`config.mk`:
```
export PLATFORM = sky130hd
export DESIGN_NAME = mem_port_arbiter
export DESIGN_NICKNAME = d
export VERILOG_FILES = /design/src/rtl/mem_port_arbiter.sv
export SDC_FILE = /design/constraint.sdc
export NUM_CORES = 1
export LEC_CHECK = 0
export ABC_AREA = 1
export ABC_CLOCK_PERIOD_IN_PS = 3300
export CORE_ASPECT_RATIO = 1.2
export CORE_UTILIZATION = 30
export DETAILED_ROUTE_END_ITERATION = 10
export GPL_TIMING_DRIVEN = 0
export REMOVE_ABC_BUFFERS = 1
export SETUP_SLACK_MARGIN = 0.02
export SYNTH_ARGS = -nofsm -noshare
export SYNTH_HDL_FRONTEND = slang
export SYNTH_SLANG_ARGS = --single-unit
```
`constraint.sdc`:
```
create_clock -name clk -period 3.3 [get_ports clk]
set_clock_uncertainty 0.2 [all_clocks]
set_input_delay 0.99 -clock clk [delete_from_list [all_inputs] [get_ports clk]]
set_output_delay 0.99 -clock clk [all_outputs]
set_load 0.01 [all_outputs]
```
`src/rtl/mem_port_arbiter.sv`:
```
// Shares one memory port between instruction fetch and byte-wide data accesses.
// A single transaction is in flight at a time, and a streak of data grants is capped so that fetch is not starved.
module mem_port_arbiter #(
  parameter int STARVE_LIMIT = 4
) (
  input  logic        clk,
  input  logic        reset,
  input  logic        if_req,
  input  logic [31:0] if_addr,
  input  logic        if_cancel,
  output logic        if_ready,
  output logic [31:0] if_rdata,
  input  logic        d_req,
  input  logic        d_we,
  input  logic [31:0] d_addr,
  input  logic [7:0]  d_wdata,
  output logic        d_ready,
  output logic [7:0]  d_rdata,
  output logic        mem_req,
  output logic        mem_we,
  output logic [31:0] mem_addr,
  output logic [3:0]  mem_be,
  output logic [31:0] mem_wdata,
  input  logic [31:0] mem_rdata,
  input  logic        mem_ready,
  output logic        stall_fetch,
  output logic        stall_data
);

  localparam logic [1:0] IDLE  = 2'd0;
  localparam logic [1:0] FETCH = 2'd1;
  localparam logic [1:0] DATA  = 2'd2;
  localparam int CW = $clog2(STARVE_LIMIT + 1);
  localparam logic [CW-1:0] LIMIT = CW'(STARVE_LIMIT);

  logic [1:0]    state_q, state_d;
  logic [CW-1:0] starve_q, starve_d;
  logic          drop_q, drop_d;
  logic [1:0]    lane_q, lane_d;
  logic          mem_req_q, mem_req_d;
  logic          mem_we_q, mem_we_d;
  logic [31:0]   mem_addr_q, mem_addr_d;
  logic [3:0]    mem_be_q, mem_be_d;
  logic [31:0]   mem_wdata_q, mem_wdata_d;
  logic          if_ready_q, if_ready_d;
  logic [31:0]   if_rdata_q, if_rdata_d;
  logic          d_ready_q, d_ready_d;
  logic [7:0]    d_rdata_q, d_rdata_d;
  logic          grant_data, grant_fetch;
  logic [7:0]    load_byte;

  // Data normally wins, except when fetch has waited through STARVE_LIMIT data grants.
  assign grant_data  = (state_q == IDLE) && d_req &&
                       !(if_req && !if_cancel && (starve_q == LIMIT));
  assign grant_fetch = (state_q == IDLE) && !grant_data && if_req && !if_cancel;

  always_comb begin
    load_byte = mem_rdata[7:0];
    case (lane_q)
      2'd1:    load_byte = mem_rdata[15:8];
      2'd2:    load_byte = mem_rdata[23:16];
      2'd3:    load_byte = mem_rdata[31:24];
      default: load_byte = mem_rdata[7:0];
    endcase
  end

  always_comb begin
    state_d     = state_q;
    drop_d      = drop_q;
    lane_d      = lane_q;
    mem_req_d   = mem_req_q;
    mem_we_d    = mem_we_q;
    mem_addr_d  = mem_addr_q;
    mem_be_d    = mem_be_q;
    mem_wdata_d = mem_wdata_q;
    if_ready_d  = 1'b0;
    if_rdata_d  = if_rdata_q;
    d_ready_d   = 1'b0;
    d_rdata_d   = d_rdata_q;
    case (state_q)
      IDLE: begin
        if (grant_data) begin
          state_d     = DATA;
          mem_req_d   = 1'b1;
          mem_we_d    = d_we;
          mem_addr_d  = {d_addr[31:2], 2'b00};
          mem_be_d    = 4'b0001 << d_addr[1:0];
          mem_wdata_d = {4{d_wdata}};
          lane_d      = d_addr[1:0];
        end else if (grant_fetch) begin
          state_d     = FETCH;
          mem_req_d   = 1'b1;
          mem_we_d    = 1'b0;
          mem_addr_d  = {if_addr[31:2], 2'b00};
          mem_be_d    = 4'hF;
          mem_wdata_d = 32'h0;
          drop_d      = 1'b0;
        end
      end
      FETCH: begin
        if (mem_ready) begin
          state_d   = IDLE;
          mem_req_d = 1'b0;
          drop_d    = 1'b0;
          // A flush in the completion cycle itself also discards the word.
          if (!(drop_q || if_cancel)) begin
            if_ready_d = 1'b1;
            if_rdata_d = mem_rdata;
          end
        end else if (if_cancel) begin
          drop_d = 1'b1;
        end
      end
      DATA: begin
        if (mem_ready) begin
          state_d   = IDLE;
          mem_req_d = 1'b0;
          mem_we_d  = 1'b0;
          d_ready_d = 1'b1;
          if (!mem_we_q) d_rdata_d = load_byte;
        end
      end
      default: begin
        state_d   = IDLE;
        mem_req_d = 1'b0;
        mem_we_d  = 1'b0;
      end
    endcase
  end

  always_comb begin
    starve_d = starve_q;
    if (!if_req || grant_fetch) starve_d = '0;
    else if (grant_data && (starve_q != LIMIT)) starve_d = starve_q + CW'(1);
  end

  always_ff @(posedge clk or posedge reset) begin
    if (reset) begin
      state_q     <= IDLE;
      starve_q    <= '0;
      drop_q      <= 1'b0;
      lane_q      <= 2'd0;
      mem_req_q   <= 1'b0;
      mem_we_q    <= 1'b0;
      mem_addr_q  <= 32'h0;
      mem_be_q    <= 4'h0;
      mem_wdata_q <= 32'h0;
      if_ready_q  <= 1'b0;
      if_rdata_q  <= 32'h0;
      d_ready_q   <= 1'b0;
      d_rdata_q   <= 8'h0;
    end else begin
      state_q     <= state_d;
      starve_q    <= starve_d;
      drop_q      <= drop_d;
      lane_q      <= lane_d;
      mem_req_q   <= mem_req_d;
      mem_we_q    <= mem_we_d;
      mem_addr_q  <= mem_addr_d;
      mem_be_q    <= mem_be_d;
      mem_wdata_q <= mem_wdata_d;
      if_ready_q  <= if_ready_d;
      if_rdata_q  <= if_rdata_d;
      d_ready_q   <= d_ready_d;
      d_rdata_q   <= d_rdata_d;
    end
  end

  assign mem_req     = mem_req_q;
  assign mem_we      = mem_we_q;
  assign mem_addr    = mem_addr_q;
  assign mem_be      = mem_be_q;
  assign mem_wdata   = mem_wdata_q;
  assign if_ready    = if_ready_q;
  assign if_rdata    = if_rdata_q;
  assign d_ready     = d_ready_q;
  assign d_rdata     = d_rdata_q;
  assign stall_fetch = if_req & ~if_ready_q & ~if_cancel;
  assign stall_data  = d_req & ~d_ready_q;

endmodule

```
==> results.md <==
* First-pass GRT wire length at 23.0 mm
* Drt first pass iters at 4
* Met2 Resource Use GR at 32.0%
* Time the worst path needs with I/O delays and setup at 3080 ps
* CTS buffer count at 9
* Syn avg cell area at 7.62 sq um
* Vias post-DR at 4602
* Fin cells at 1002
* Share of the synthesized area in the top cell type at 50.8%
* Post-synthesis cell type count at 26
* Leakage at 3.50 nW
* CP startpoint kind: input pin
* Sum Neg Setup Slack at 0 ps
* Min Hold Slack at 276 ps
* Synth area leaders: dfrtp_1 (51%), nand2_1 (28%), buf_4 (4.2%), nand3_1 (3.7%), buf_2 (2.2%)
* Routability Congestion at 0.767
* GRT Total Usage at 18.6%
* Yosys reg bits at 94
* Synth top cells by count: nand2_1 (340), dfrtp_1 (94), nand3_1 (34), buf_4 (26), inv_1 (25)
* CTS Hold Buffers Added at 0
* Setup Crit Path Kind: in -> out
* DP Wirelength at 10.4 mm
* Final hold vios at 0
* Clk slew on worst S/H paths at 60 ps
* Ys flop type: dfrtp_1
* Final setup viols at 0
* IO buf count at 220
* Routed wire length at 14.5 mm
* R2r setup slk at 870 ps
* Core area at 0.0150 sq mm
* Initial DRC count at 209
* M1 GR Usage at 21.4%
* Maximum vdd drop at 0.411 mV
* Routed wire length per instance at 14.5 um
* Total Nets Final at 909
* Mapped Area at 0.00463 sq mm
* GRT busiest layer: met2
* Sequential Area at 0.00235 sq mm
* CTS tree: yes
* Number of remaining DRC errors at 0
* Met3 Use GR at 6.23%
* Clk sink count at 94
* Vias per inst at 4.59
* Die Span X at 115 um
* Slew HR at 32.1%
* CP max stage delay at 520 ps
* Antenna Cells at 0
* Worst Setup End Kind: output pin
* Synth warnings at 0
* Power per cell area at 850 mW/mm^2
* Worst Hold Class: reg -> reg
* RSZ-0062 raised after global routing: false
* Die extent in y at 138 um
* GR Overflow Total at 0
* Post-synth ARST share at 100%
* P&R area growth vs syn at 53.6%
* Worst Path Required at 2110 ps
* Initial Util at 30.8%
* Final period utilization at 93.4%
* Post-DP Area at 0.00679 sq mm
* I/O Pins at 225
* Status: finished, final reports clean
* Final Slew Violations at 0
* Worst-path cell chain: clkdlybuf4s50_1, nand2_1, nor2_1, clkbuf_2
* Most common cell in the netlist: nand2_1
* Largest net degree at the start of global routing at 49
* Max Root-Sink Buffers at 2
* Fmax at 325 MHz
* Final ANT Viol Nets at 0
* Layout cells sized above 1 at 4.26%
* CP Data Arrival Time at 1890 ps
* Seq/Total Area, Yosys at 50.8%
* Post-synth EDFFs at 0
* Final core utilization at 47.4%
* Vias in the first global route at 4518
* Critical-path top delay cell: clkdlybuf4s50_1
* Worst-Skew Late Latency at 350 ps
* Initial antenna violation count at 2
* Post-layout instance area at 0.00711 sq mm
* # fillers at 1519
* H-tree lvl count at 3
* Die ar. at 0.0159 sq mm
* FP Rows at 49
* Post-Syn Instances at 608
* Max-Cap Viols at 0
* Root Driver: clkbuf_16
* Post-Place Cells at 984
* Worst-margin pin slew at 1020 ps
* Multi-input gate area at 0.00186 sq mm
* Area leader, netlist: dfrtp_1
* CP max FO at 3
[report_power, final]
group / switching [W] / leakage (nW) / internal (W)
clock network: 0.000455 / 0.150 / 0.000610
logic: 0.00150 / 2.16 / 0.00150
registers: 0.000331 / 1.19 / 0.00165
total: 0.00228 / 3.50 / 0.00376
[critical path, delay by kind of cell]
family | cells | cell delay (ps)
simple gates | 2 | 230
buf+inv | 2 | 670
[flip-flops by register name, summed over array words and instances, names as in the netlist, 2 cells and up]
register / cells
state_q: 2
mem_wdata: 8
starve_q: 3
mem_be: 4
d_rdata: 8
mem_addr: 30
if_rdata: 32
lane_q: 2
[kinds of logic (layout without fill, tap and decap cells)]
| kind of cell | Yosys count | count (layout) | share of synthesized area (%) |
|---|---|---|---|
| fa+ha+maj | 5 | 5 | 1.35 |
| xor+xnor | 2 | 2 | 0.378 |
| buf+inv | 79 | 267 | 9.56 |
| simple gates | 400 | 400 | 34.5 |
| flops | 94 | 94 | 50.8 |
| other cells | 1 | 2 | 0.0810 |
| compound gates | 27 | 28 | 3.35 |
[area by class of cell]
type,count,share of cell area (%)
sequential,94,33.1
timing repair buffer,221,31.2
multi-input combinational,437,26.2
tap,204,3.59
clock buffer,11,3.41
inverter,29,1.64
clock inverter,5,0.809
timing repair inverter,1,0.106
[per-layer routing]
layer	routed length [um]	vias to the layer above	share of wire, %
met1	5840	2164	40
met5	28	-	0.19
met4	221	4	1.5
met3	1300	23	8.9
met2	7150	189	49
li1	-	2222	-
[final timing paths]
kind	cells after the start	end	startpoint
worst max-delay path	4	stall_fetch	if_req
worst max register to register	9	mem_addr[4]	state_q[0]
min in group asynchronous	2	mem_addr[6]	reset
worst min register to register	2	if_rdata[0]	if_rdata[0]
max in group asynchronous	3	if_rdata[20]	reset
worst min-delay path	2	if_rdata[0]	if_rdata[0]
[metrics by stage]
stage	power [W]	setup slack, ps
after global placement	0.00493	-1940
after CTS	0.00613	69.1
after detailed placement	0.00500	-799
after global routing	0.00649	124
after floorplan	0.00324	-339
final	0.00604	219
[layout by cell type (no fill, tap or decap), types with 2 or more instances in the layout]
master / Yosys / final
o21ai_0: 14 / 14
xor2_1: 2 / 2
nor2_1: 13 / 13
clkbuf_16: 0 / 9
o21ai_1: 6 / 6
nand2_2: 3 / 2
clkinvlp_4: 0 / 2
inv_1: 25 / 22
nand2_1: 340 / 340
nand4_1: 7 / 7
clkinv_2: 1 / 3
a21oi_1: 3 / 3
conb_1: 1 / 2
clkdlybuf4s50_1: 0 / 216
nand3_1: 34 / 34
dlygate4sd2_1: 0 / 3
ha_1: 5 / 5
dfrtp_1: 94 / 94
inv_2: 3 / 4
[repair_timing]
action / 4_1_cts / 5_1_grt
gates cloned: 2 / 0
setup endpoints to repair: 64 / 54
setup buffers: 0 / 0
resized for setup: 7 / 4
pin swaps: 1 / 0
No activity file was read; power rests on OpenSTA's default activity.
